<file path="src/rtl/softmax_div_sched_pkg.sv">
// Shared types and constants for the softmax divider scheduler.
package softmax_div_pkg;
  localparam int DATA_W_DEF     = 32;
  localparam int NUM_STAGES_DEF = 64;
  localparam int LEN_W_DEF      = 16;

  typedef enum logic [1:0] {IDLE, RUN, DRAIN} state_e;

  // Tag travelling alongside each in-flight divide.
  typedef struct packed {
    logic vld;
    logic last;
  } tag_t;

  // Divider latency in enabled cycles for a given stage count.
  function automatic int lat_of(input int num_stages);
    return num_stages - 1;
  endfunction

  localparam int LAT = lat_of(NUM_STAGES_DEF);
endpackage

</file>
<file path="src/rtl/softmax_div_sched_if.sv">
// Command, dividend and quotient streams of the softmax divider scheduler.
interface softmax_div_sched_if #(
  parameter int DATA_W = 32,
  parameter int LEN_W  = 16
);
  logic              start;
  logic [LEN_W-1:0]  len;
  logic [DATA_W-1:0] divisor;
  logic              s_valid;
  logic              s_ready;
  logic [DATA_W-1:0] s_data;
  logic              m_valid;
  logic              m_ready;
  logic [DATA_W-1:0] m_data;
  logic              m_last;

  modport slave (
    input  start, len, divisor, s_valid, s_data, m_ready,
    output s_ready, m_valid, m_data, m_last
  );

  modport master (
    output start, len, divisor, s_valid, s_data, m_ready,
    input  s_ready, m_valid, m_data, m_last
  );
endinterface

</file>
<file path="src/rtl/softmax_div_sched_tag_pipe.sv">
// (vld, last) tag shift register that mirrors the divider pipeline.
module div_tag_pipe
  import softmax_div_pkg::*;
#(
  parameter int DEPTH = LAT
) (
  input  logic clk,
  input  logic rst_n,
  input  logic en,
  input  tag_t tag_in,
  output tag_t tag_out
);
  tag_t [DEPTH-1:0] vld_pipe_q, vld_pipe_d;

  // Shift one slot per enabled cycle; hold otherwise.
  always_comb begin
    vld_pipe_d = vld_pipe_q;
    if (en) vld_pipe_d = {vld_pipe_q[DEPTH-2:0], tag_in};
  end

  // Tag state register.
  always_ff @(posedge clk or negedge rst_n) begin
    if (!rst_n) vld_pipe_q <= '0;
    else        vld_pipe_q <= vld_pipe_d;
  end

  assign tag_out = vld_pipe_q[DEPTH-1];
endmodule

</file>
<file path="src/rtl/softmax_div_sched.sv">
// Sequences a shared stall-capable pipelined divider for softmax normalisation:
// one divisor per vector, a stream of dividends in, quotients out.
module softmax_div_sched
  import softmax_div_pkg::*;
#(
  parameter int DATA_W     = DATA_W_DEF,
  parameter int NUM_STAGES = NUM_STAGES_DEF,
  parameter int LEN_W      = LEN_W_DEF
) (
  input  logic                clk,
  input  logic                rst_n,
  softmax_div_sched_if.slave  bus,
  output logic                busy,
  output logic                done,
  output logic                err_div0,
  output logic                div_en,
  output logic [DATA_W-1:0]   div_a,
  output logic [DATA_W-1:0]   div_b,
  input  logic [DATA_W-1:0]   div_q
);
  localparam int DEPTH = lat_of(NUM_STAGES);

  state_e            state_q, state_d;
  logic [LEN_W-1:0]  len_q, len_d;
  logic [LEN_W-1:0]  issued_q, issued_d;
  logic [DATA_W-1:0] div_b_q, div_b_d;
  logic [DATA_W-1:0] m_data_q, m_data_d;
  logic              m_valid_q, m_valid_d;
  logic              m_last_q, m_last_d;
  logic              done_q, done_d;
  logic              err_q, err_d;

  tag_t tag_in, tag_out;
  logic adv, accept;

  // The pipe only stalls when a finished result is stuck behind a held output.
  assign adv         = !(tag_out.vld && m_valid_q && !bus.m_ready);
  assign bus.s_ready = (state_q == RUN) && adv && (issued_q < len_q);
  assign accept      = bus.s_valid && bus.s_ready;

  assign tag_in.vld  = accept;
  assign tag_in.last = accept && (issued_q == len_q - LEN_W'(1));

  div_tag_pipe #(.DEPTH(DEPTH)) u_tags (
    .clk     (clk),
    .rst_n   (rst_n),
    .en      (adv),
    .tag_in  (tag_in),
    .tag_out (tag_out)
  );

  // Next-state: command decode, issue counting, output register, retire.
  always_comb begin
    state_d   = state_q;
    len_d     = len_q;
    issued_d  = issued_q;
    div_b_d   = div_b_q;
    err_d     = err_q;
    done_d    = 1'b0;
    m_data_d  = m_data_q;
    m_last_d  = m_last_q;
    m_valid_d = m_valid_q;

    case (state_q)
      IDLE: begin
        if (bus.start) begin
          if (bus.divisor == '0) begin
            err_d  = 1'b1;
            done_d = 1'b1;
          end else if (bus.len == '0) begin
            done_d = 1'b1;
          end else begin
            div_b_d  = bus.divisor;
            len_d    = bus.len;
            issued_d = '0;
            err_d    = 1'b0;
            state_d  = RUN;
          end
        end
      end
      RUN: begin
        if (accept) begin
          issued_d = issued_q + LEN_W'(1);
          if (issued_d == len_q) state_d = DRAIN;
        end
      end
      DRAIN:   ;
      default: state_d = IDLE;
    endcase

    if (tag_out.vld && adv) begin
      m_data_d  = div_q;
      m_last_d  = tag_out.last;
      m_valid_d = 1'b1;
    end else if (bus.m_ready) begin
      m_valid_d = 1'b0;
    end

    // Final quotient handed off: vector is complete.
    if (state_q != IDLE && m_valid_q && bus.m_ready && m_last_q) begin
      done_d  = 1'b1;
      state_d = IDLE;
    end
  end

  // Control and output registers.
  always_ff @(posedge clk or negedge rst_n) begin
    if (!rst_n) begin
      state_q   <= IDLE;
      len_q     <= '0;
      issued_q  <= '0;
      div_b_q   <= '0;
      err_q     <= 1'b0;
      done_q    <= 1'b0;
      m_data_q  <= '0;
      m_last_q  <= 1'b0;
      m_valid_q <= 1'b0;
    end else begin
      state_q   <= state_d;
      len_q     <= len_d;
      issued_q  <= issued_d;
      div_b_q   <= div_b_d;
      err_q     <= err_d;
      done_q    <= done_d;
      m_data_q  <= m_data_d;
      m_last_q  <= m_last_d;
      m_valid_q <= m_valid_d;
    end
  end

  assign bus.m_valid = m_valid_q;
  assign bus.m_data  = m_data_q;
  assign bus.m_last  = m_last_q;
  assign busy        = (state_q != IDLE);
  assign done        = done_q;
  assign err_div0    = err_q;
  // Enable is forced low while reset is held so the divider sees a quiet pipe.
  assign div_en      = adv && rst_n;
  assign div_a       = bus.s_data;
  assign div_b       = div_b_q;
endmodule

</file>
<file path="src/flat_wrapper.sv">
// flat-port wrapper written by rule: the top's interface ports become plain ports
module softmax_div_sched_flat import softmax_div_pkg::*;
#(
  parameter int DATA_W     = DATA_W_DEF,
  parameter int NUM_STAGES = NUM_STAGES_DEF,
  parameter int LEN_W      = LEN_W_DEF
)
  (clk, rst_n, busy, done, err_div0, div_en, div_a, div_b, div_q, bus_start, bus_len, bus_divisor, bus_s_valid, bus_s_data, bus_m_ready, bus_s_ready, bus_m_valid, bus_m_data, bus_m_last);
  softmax_div_sched_if #(.DATA_W(DATA_W), .LEN_W(LEN_W)) bus_i ();
  input  logic clk;
  input  logic rst_n;
  output logic busy;
  output logic done;
  output logic err_div0;
  output logic div_en;
  output logic [DATA_W-1:0] div_a;
  output logic [DATA_W-1:0] div_b;
  input  logic [DATA_W-1:0] div_q;
  input wire logic [$bits(bus_i.start)-1:0] bus_start;
  input wire logic [$bits(bus_i.len)-1:0] bus_len;
  input wire logic [$bits(bus_i.divisor)-1:0] bus_divisor;
  input wire logic [$bits(bus_i.s_valid)-1:0] bus_s_valid;
  input wire logic [$bits(bus_i.s_data)-1:0] bus_s_data;
  input wire logic [$bits(bus_i.m_ready)-1:0] bus_m_ready;
  output wire logic [$bits(bus_i.s_ready)-1:0] bus_s_ready;
  output wire logic [$bits(bus_i.m_valid)-1:0] bus_m_valid;
  output wire logic [$bits(bus_i.m_data)-1:0] bus_m_data;
  output wire logic [$bits(bus_i.m_last)-1:0] bus_m_last;
  assign bus_i.start = bus_start;
  assign bus_i.len = bus_len;
  assign bus_i.divisor = bus_divisor;
  assign bus_i.s_valid = bus_s_valid;
  assign bus_i.s_data = bus_s_data;
  assign bus_i.m_ready = bus_m_ready;
  assign bus_s_ready = bus_i.s_ready;
  assign bus_m_valid = bus_i.m_valid;
  assign bus_m_data = bus_i.m_data;
  assign bus_m_last = bus_i.m_last;
  softmax_div_sched #(.DATA_W(DATA_W), .NUM_STAGES(NUM_STAGES), .LEN_W(LEN_W)) u_core (.clk(clk), .rst_n(rst_n), .bus(bus_i), .busy(busy), .done(done), .err_div0(err_div0), .div_en(div_en), .div_a(div_a), .div_b(div_b), .div_q(div_q));
endmodule
</file>
<file path="config.mk">
export PLATFORM = sky130hd
export DESIGN_NAME = softmax_div_sched_flat
export DESIGN_NICKNAME = d
export VERILOG_FILES = /design/src/rtl/softmax_div_sched_pkg.sv /design/src/rtl/softmax_div_sched_if.sv /design/src/rtl/softmax_div_sched_tag_pipe.sv /design/src/rtl/softmax_div_sched.sv /design/src/flat_wrapper.sv
export SDC_FILE = /design/constraint.sdc
export NUM_CORES = 1
export LEC_CHECK = 0
export CAP_MARGIN = 20
export CORE_MARGIN = 10
export CORE_UTILIZATION = 56
export DETAILED_ROUTE_END_ITERATION = 8
export GPL_ROUTABILITY_DRIVEN = 1
export PLACE_DENSITY = 0.83
export SETUP_SLACK_MARGIN = 0.3
export SYNTH_ARGS = -nofsm -noshare
export SYNTH_HDL_FRONTEND = slang
export SYNTH_HIERARCHICAL = 1
export SYNTH_SLANG_ARGS = --single-unit
</file>
<file path="constraint.sdc">
create_clock -name clk -period 5.61 [get_ports clk]
set_input_delay 0.561 -clock clk [delete_from_list [all_inputs] [get_ports clk]]
set_output_delay 0.561 -clock clk [all_outputs]
set_load 0.01 [all_outputs]
</file>
==> results of run 1 <==
worst paths after layout:
kind	depth (start not counted)	start	slack [ns]	endpoint
min in group asynchronous	2	rst_n	0.56	u_core/len_q[0]
worst max register to register	8	u_core/issued_q[14]	2.29	u_core/issued_q[12]
worst max-delay path	6	u_core/issued_q[14]	1.95	bus_s_ready
worst min register to register	1	u_core/u_tags/vld_pipe_q[94]	0.50	u_core/u_tags/vld_pipe_q[96]
worst min-delay path	1	u_core/u_tags/vld_pipe_q[94]	0.50	u_core/u_tags/vld_pipe_q[96]
max in group asynchronous	3	rst_n	3.81	u_core/bus.m_data[4]
cells by family after synthesis:
kind of cell,count (synthesis),share of synthesized area
AND/OR/NAND/NOR,133,0.0667
multiplexers,207,0.236
flip-flops,228,0.542
XOR/XNOR,32,0.0266
adder cells (fa/ha/maj),18,0.0214
AO/OA/AOI/OAI,85,0.0509
buffers and inverters,102,0.0567
state kept, by name, summed over array words and instances (netlist names), 2 cells and up:
| signal | count |
|---|---|
| u_core/bus.m_data | 32 |
| u_core/u_tags/vld_pipe_q | 124 |
| u_core/state_q | 2 |
| u_core/div_b | 32 |
| u_core/issued_q | 16 |
| u_core/u_tags/tag_out | 2 |
| u_core/len_q | 16 |
what timing repair did:
item | CTS | global route
endpoints found under the hold margin | 3 | 0
hold buffers | 1 | 0
buffers inserted | 0 | 0
gates resized for setup | 0 | 0
through the flow:
stage                     hold slack [ns]  total power [mW]  area [um2]  instances  setup slack, ns
final                               0.497              4.77       12800       1165             1.95
after global routing                0.512              5.00       12800       1165             1.82
after CTS                           0.505              4.80       12800       1165             1.97
after detailed placement            0.490              2.96       11900       1121             2.31
after global placement              0.481              2.93       11900       1121             2.36
after floorplan                     0.265              2.57       10500        805             3.06
per-layer routing:
layer	global-route usage	up-vias
met5	0	-
met4	0.0485	0
met3	0.0677	41
met2	0.315	220
met1	0.219	3259
li1	-	3052
critical path, cell delays in order, from the launching register on:
cell and delay (ns):
dfrtp_1 0.54, ha_1 0.42, nand4_1 0.11, or2_2 0.33, a2111oi_0 0.57, nor3_1 0.12
clkdlybuf4s50_1 0.51
area by class of cell:
class,instances,area [um2]
Clock inverter,10,234
Timing Repair Buffer,161,1620
Clock buffer,33,686
Sequential cell,228,5710
Tap cell,234,293
Multi-Input combinational cell,475,4230
Inverter,24,90.1
Fill cell,1229,5730
power breakdown:
part / total [mW] / leakage, nW / switching [mW] / internal [mW]
combinational: 0.942 / 2.54 / 0.425 / 0.517
clock: 1.82 / 0.439 / 0.647 / 1.18
sequential: 2.01 / 2.98 / 0.182 / 1.82
cells in the final DEF (no fill, tap or decap), types with 7 or more instances in the layout:
cell type	netlist	routed
dfrtp_1	228	228
mux2_2	167	167
clkdlybuf4s50_1	0	154
mux2_4	40	40
o21ai_0	30	30
nand2_1	27	27
clkbuf_16	0	25
inv_1	24	24
nor2_1	24	24
xnor2_1	21	21
nor4_1	18	18
ha_1	18	18
a21oi_1	14	14
nand3_1	13	13
nor3_1	12	12
xor2_1	11	11
nand4_1	10	10
o31ai_1	9	9
bufinv_16	0	7
==> out/qor.csv, run 1 <==
metric,value,unit
status,completed,
peak supply drop,0.329,mV
WL met2,11.1,mm
"flops & latches, synth",228,
I/O pin cnt,220,
Fmax,273,MHz
Final HPWL DP,15.7,mm
"top cells by area, synth","dfrtp_1 (54%), mux2_2 (18%), mux2_4 (5.7%), buf_4 (2.5%), ha_1 (2.1%)",
Layout Utilization,0.692,
drt pass-1 iters,5,
CTS Sinks,228,
top-count cell post-synth,dfrtp_1,
number of buffers created by CTS,24,
Hold Path Class,reg -> reg,
Tot GR Track Use,0.186,
Synth Flop Type,dfrtp_1,
critical path class,reg -> out,
P per Cell Area,371,nW/um2
min Tclk post-route,3.66,ns
wire length per cell,19.7,um
via count,6572,
final hold vios,0,
Area Growth Syn to Fin,22.1,%
"antenna viol nets, final",0,
largest net degree at the start of global routing,162,
Vias/cell,5.64,
Placer Congestion,0.879,
Yosys Warn Count,6,
slew at the pin closest to its max-slew limit,0.974,ns
"Remaining Overflow, GRT",0,
share of layout cells above drive strength 1,0.276,
Post-synth ARST share,1.00,
TritonCTS clock tree,done,
"Req. time, crit path",5.05,ns
Final nets,1049,
synth cell count leaders,"dfrtp_1 (228), mux2_2 (167), mux2_4 (40)",
post-synth net total,940,
number of enable flip-flop cells after synthesis,0,
Critical Path Start Type,register,
RSZ-0062 raised after global routing,false,
Slew headroom,0.351,
DIE AREA,24700,um2
# rows,50,
diode count,0,
initial antenna violation count,0,
Yosys cell types,51,
Max Slew Vio Count,0,
first-pass GRT wire length,37.3,mm
CTS H-tree depth,1,
DR top layer,met4,
Clock Pin Slew Worst Setup and Hold Paths,0.06,ns
cell accounting for the most synthesized area,dfrtp_1,
M1 wire length,9.24,mm
clock root cell,clkbuf_16,
initial drt markers,447,
maximum clock path buffer count,3,
number of I/O port buffers,155,
Crit Path Max Fanout,10,
max_cap viols,0,
setup TNS,0,ns
"Seq/Total Area, Yosys",0.542,
clk_lat worst skew,0.51,ns
Starting Density,0.567,
mean post-synth cell area,13.1,um2
final WL,22.9,mm
CORE AREA,18600,um2
clock skew,0.0148,ns
met3 routed WL,2.01,mm
final setup violation count,0,
Pleak,5.95,nW
die width,157,um
crit share post-route,0.653,
DR DRC count,0,
mapped cell area,10500,um2
CP endpoint kind,output port,
number of global-route vias before repair,7121,
Die Height,157,um
area share of the largest cell type after synthesis,0.542,
synthesized instance count,805,
arrival time at the worst endpoint,3.10,ns
No activity file was read; power rests on OpenSTA's default activity.
==> run 2, diff against run 1 <==
--- a/config.mk
+++ b/config.mk
@@ -7,10 +7,10 @@
 export LEC_CHECK = 0
 export CAP_MARGIN = 20
 export CORE_MARGIN = 10
-export CORE_UTILIZATION = 56
+export CORE_UTILIZATION = 52
 export DETAILED_ROUTE_END_ITERATION = 8
 export GPL_ROUTABILITY_DRIVEN = 1
-export PLACE_DENSITY = 0.83
+export PLACE_DENSITY = 0.78
 export SETUP_SLACK_MARGIN = 0.3
 export SYNTH_ARGS = -nofsm -noshare
 export SYNTH_HDL_FRONTEND = slang
==> constraint.sdc (replaced) <==
create_clock -name clk -period 3.43 [get_ports clk]
set_input_delay 0.343 -clock clk [delete_from_list [all_inputs] [get_ports clk]]
set_output_delay 0.343 -clock clk [all_outputs]
set_load 0.01 [all_outputs]
==> run 2 against run 1 <==
First-iteration DRC count fell by 35%. Register-to-register slack got worse by 1.6 ns. Final area fell by 0.46%. Die area rose by 6.7%. Sequential power rose by 63%. Global-route usage fell by 2.0 points. Clock power rose by 34%. Critical path depth rose by 4. Sequential share of layout area rose by 0.23 points. Final cell count rose by 3.0%. Critical path type is now reg -> reg.
==> out/qor.csv, run 2 (synthesis results as in run 1) <==
metric,value,unit
number of global-route vias before repair,6827,
wire length per cell,18.3,um
max_cap viols,0,
largest net degree at the start of global routing,127,
Slew headroom,0.385,
crit share post-route,0.788,
Placer Congestion,0.956,
Overall Power,7.26,mW
die width,162,um
hold_ws,0.301,ns
clk_lat worst skew,0.51,ns
largest stage delay on the critical path,0.55,ns
"antenna viol nets, final",0,
initial drt markers,290,
Fmax,370,MHz
"Req. time, crit path",3.83,ns
Sw Share,0.274,
I/O pin cnt,220,
"Remaining Overflow, GRT",0,
arrival time at the worst endpoint,3.10,ns
Internal,5.27,mW
maximum clock path buffer count,3,
Gate power share,0.215,
final setup violation count,0,
CP endpoint kind,register,
P_sw,1.99,mW
"commonest non-fill, non-tap cells in the layout","dfrtp_1 (225), mux2_2 (167), clkdlybuf4s50_1 (153)",
reg2reg start,u_core/len_q[1],
min Tclk post-route,2.70,ns
Max Slew Vio Count,0,
"commonest non-fill, non-tap cell in the layout",dfrtp_1,
max FFs per register,124,
CTS Sinks,228,
Hold Path Class,in -> async,
clock skew,0.00735,ns
# rows,51,
Critical Path Start Type,register,
DR DRC count,0,
final WL,22.0,mm
fillers,1485,
setup TNS,0,ns
Starting Density,0.534,
TritonCTS clock tree,done,
peak supply drop,0.459,mV
reg-to-reg endpoint,u_core/u_tags/vld_pipe_q[0],
Storage cell area,5710,um2
Layout Utilization,0.649,
DIE AREA,26300,um2
diode count,0,
flop2flop setup slack,0.73,ns
setup ws final,0.726,ns
CTS H-tree depth,1,
Placement Setup Slack,0.688,ns
Sequential Power Share,0.450,
share of layout cells above drive strength 1,0.281,
status,completed,
Final HPWL DP,15.8,mm
first-pass GRT wire length,36.2,mm
number of I/O port buffers,155,
via count,6471,
slowest CP cell,or4b_4,
final hold vios,0,
Reg2Reg Depth,10,
Die Height,162,um
drt pass-1 iters,4,
P per Cell Area,568,nW/um2
cells along the critical path,"inv_1, ha_1, or4b_4, o31a_1, a21oi_1, o21ai_0, a21oi_1, nor3_1, o2111a_1, mux2_4",
number of buffers created by CTS,24,
multi-input logic area,4230,um2
CORE AREA,19700,um2
clock network power share,0.335,
initial antenna violation count,0,
slew at the pin closest to its max-slew limit,0.922,ns
clock root cell,clkbuf_16,
post-CTS setup buffer count,0,
Pleak,5.92,nW
Clock Pin Slew Worst Setup and Hold Paths,0.06,ns
cell mode on critical path,a21oi_1,
critical path class,reg -> reg,
Vias/cell,5.39,
cell family with most CP delay,compound AO/OA/AOI/OAI gates,
Tot GR Track Use,0.166,
Final nets,1056,
Area Growth Syn to Fin,21.5,%
Bufs and invs on worst path,1,
Crit Path Max Fanout,7,
Top reg by flops,u_core/u_tags/vld_pipe_q,
RSZ-0062 raised after global routing,false,
-- run 2: worst register-to-register path, stage by stage (launching register included) --
cell      delay [ns]
dfrtp_1         0.43
inv_1           0.10
ha_1            0.25
or4b_4          0.55
o31a_1          0.33
a21oi_1         0.11
o21ai_0         0.08
a21oi_1         0.21
nor3_1          0.08
o2111a_1        0.18
mux2_4          0.26
-- run 2: routing by layer --
metal / part of all wire / GRT usage / vias to the layer above
met3: 0.082 / 0.0599 / 39
met2: 0.47 / 0.259 / 172
met4: 0.024 / 0.0447 / 0
met5: 0 / 0 / -
met1: 0.42 / 0.214 / 3201
li1: - / - / 3059
-- run 2: through the flow --
step / cell area, um2 / std cells
after floorplan: 10500 / 805
after global placement: 12000 / 1159
after detailed placement: 12000 / 1159
after CTS: 12800 / 1200
after global routing: 12800 / 1200
final: 12800 / 1200
-- run 2: area by class of cell --
type                            count  share of cell area
Timing Repair Buffer              168               0.132
Inverter                           24             0.00704
Clock buffer                       38              0.0565
Multi-Input combinational cell    475               0.331
Tap cell                          265              0.0259
Clock inverter                      2             0.00166
Sequential cell                   228               0.446
-- run 2: power groups by stage --
stage	combinational (mW)	sequential [mW]	clock [mW]
6_report	1.56	3.27	2.43
5_1_grt	1.73	3.32	2.61
4_1_cts	1.57	3.26	2.50
3_5_place_dp	1.55	3.31	0
3_3_place_gp	1.53	3.29	0
2_1_floorplan	0.945	3.25	0
-- run 2: worst max-delay path by stage --
stage	slack, ns	to	depth (start not counted)	startpoint
after global placement	0.72	u_core/div_b[15]	7	bus_divisor[1]
final	0.73	u_core/u_tags/vld_pipe_q[0]	10	u_core/len_q[1]
after detailed placement	0.69	bus_s_ready	7	u_core/len_q[11]
after floorplan	0.88	u_core/issued_q[11]	12	u_core/len_q[11]
after global routing	0.53	bus_s_ready	6	u_core/issued_q[14]
after CTS	0.31	bus_s_ready	6	u_core/len_q[3]
-- run 2: what timing repair did --
item,CTS,global route
resized for setup,2,4
endpoints found under the hold margin,38,0
setup endpoints to repair,1,1
cloned,0,0
hold buffers,1,0
==> run 3, diff against run 2 <==
==> constraint.sdc (replaced) <==
create_clock -name clk -period 2.52 [get_ports clk]
set_input_delay 0.252 -clock clk [delete_from_list [all_inputs] [get_ports clk]]
set_output_delay 0.252 -clock clk [all_outputs]
set_load 0.01 [all_outputs]
==> run 3 against run 2 <==
Routed wire length rose by 9.6%. Global-route usage rose by 1.2 points. Clock power rose by 37%. Total power rose by 44%. Worst setup slack got worse by 0.72 ns. First-iteration DRC count rose by 59%. Sequential power rose by 31%. Final area rose by 5.6%. Largest cell class unchanged. Critical endpoint is now bus_s_ready. Die area did not move. Largest power group unchanged. Combinational power rose by 81%. Register-to-register slack got worse by 0.67 ns.
==> out/qor.csv, run 3 (synthesis results as in run 1) <==
metric,value,unit
Top reg by flops,u_core/u_tags/vld_pipe_q,
slowest CP cell,dfrtp_1,
Placed Area,12400,um2
CTS Sinks,228,
max_cap viols,0,
diode count,0,
Hold Path Class,in -> reg,
TritonCTS clock tree,done,
number of global-route vias before repair,7135,
critical path class,reg -> out,
arrival time at the worst endpoint,2.26,ns
Cells after DPL,1205,
hold_ws,0.364,ns
I/O pin cnt,220,
share of layout cells above drive strength 1,0.356,
Fmax,398,MHz
Critical Path Start Type,register,
setup TNS,0,ns
number of buffers created by CTS,24,
Placer Congestion,0.915,
min Tclk post-route,2.51,ns
"Req. time, crit path",2.27,ns
Die Height,162,um
drt pass-1 iters,5,
Final HPWL DP,16.7,mm
maximum clock path buffer count,3,
initial antenna violation count,0,
initial drt markers,461,
Pleak,6.29,nW
fillers,1375,
Clock Pin Slew Worst Setup and Hold Paths,0.06,ns
setup ws final,0.00880,ns
via count,6865,
DIE AREA,26300,um2
peak supply drop,0.568,mV
first-pass GRT wire length,38.6,mm
largest net degree at the start of global routing,145,
"antenna viol nets, final",0,
Vias/cell,5.46,
Tot GR Track Use,0.178,
Final nets,1115,
wire length per cell,19.2,um
clock root cell,clkbuf_16,
final WL,24.1,mm
Bufs and invs on worst path,2,
CTS H-tree depth,1,
Layout Utilization,0.685,
cells along the critical path,"ha_4, nand4_1, or2_4, a2111oi_4, nor3_2, buf_4, buf_6",
clk_lat worst skew,0.50,ns
Max Slew Vio Count,0,
status,completed,
Area Growth Syn to Fin,28.3,%
CP endpoint kind,output port,
crit share post-route,0.997,
DR DRC count,0,
Slew headroom,0.485,
cell family with most CP delay,simple AND/OR/NAND/NOR gates,
final setup violation count,0,
"commonest non-fill, non-tap cell in the layout",dfrtp_1,
P per Cell Area,775,nW/um2
clock skew,0.0120,ns
max FFs per register,124,
CORE AREA,19700,um2
"commonest non-fill, non-tap cells in the layout","dfrtp_1 (228), mux2_2 (167), clkdlybuf4s50_1 (152)",
RSZ-0062 raised after global routing,true,
Crit Path Max Fanout,3,
largest stage delay on the critical path,0.42,ns
final hold vios,0,
slew at the pin closest to its max-slew limit,0.773,ns
# rows,51,
Finished Cell Area,13500,um2
Starting Density,0.534,
Placement Setup Slack,-0.0524,ns
number of I/O port buffers,155,
"Remaining Overflow, GRT",0,
die width,162,um
Overall Power,10.5,mW
fin cells,1258,
run 3: area by class of cell:
| cell class | instances | area (um2) | share of cell area |
|---|---|---|---|
| flip-flops and latches | 228 | 5710 | 0.422 |
| multi-input cells | 476 | 4470 | 0.331 |
| repair buffers | 226 | 2170 | 0.161 |
| clock buffers | 30 | 654 | 0.0484 |
| well taps | 265 | 332 | 0.0245 |
| inverters | 24 | 90.1 | 0.00667 |
| clock inverters | 9 | 81.3 | 0.00602 |
run 3: power breakdown:
part	total, mW	switching (mW)	internal (mW)
clock	3.34	1.40	1.94
combinational	2.83	1.33	1.50
sequential	4.30	0.236	4.06
run 3: final timing paths:
path | cells past startpoint | slack [ns] | startpoint | endpoint
worst max-delay path | 7 | 0.009 | u_core/issued_q[15] | bus_s_ready
worst min-delay path | 2 | 0.36 | div_q[25] | u_core/bus.m_data[25]
worst max register to register | 10 | 0.06 | u_core/len_q[1] | u_core/u_tags/vld_pipe_q[0]
worst min register to register | 1 | 0.50 | u_core/u_tags/vld_pipe_q[72] | u_core/u_tags/vld_pipe_q[74]
max in group asynchronous | 3 | 1.47 | rst_n | u_core/bus.m_data[16]
min in group asynchronous | 3 | 0.40 | rst_n | u_core/issued_q[13]
run 3: timing repair:
action                                 in CTS  in global routing
resized for setup                          30                 19
endpoints found under the hold margin     144                  0
pin swaps                                  10                 11
hold buffers                                1                  0
setup endpoints to repair                  22                 21
setup buffers                               8                  3
cloned                                      1                  0
run 3: worst register-to-register path, stage by stage (launching register included):
cell and delay [ns]:
dfrtp_1 0.38, inv_2 0.09, buf_4 0.12, ha_4 0.15, or4b_4 0.50, o31a_1 0.29, nor4_2 0.26, a21oi_1 0.07
nor3_1 0.20, o2111a_1 0.22, mux2_4 0.14
run 3: layer usage:
layer  routed length, um  global-route usage
met4                 482              0.0414
met1               10100               0.225
met5                   0                   0
met3                2220              0.0632
met2               11300               0.285
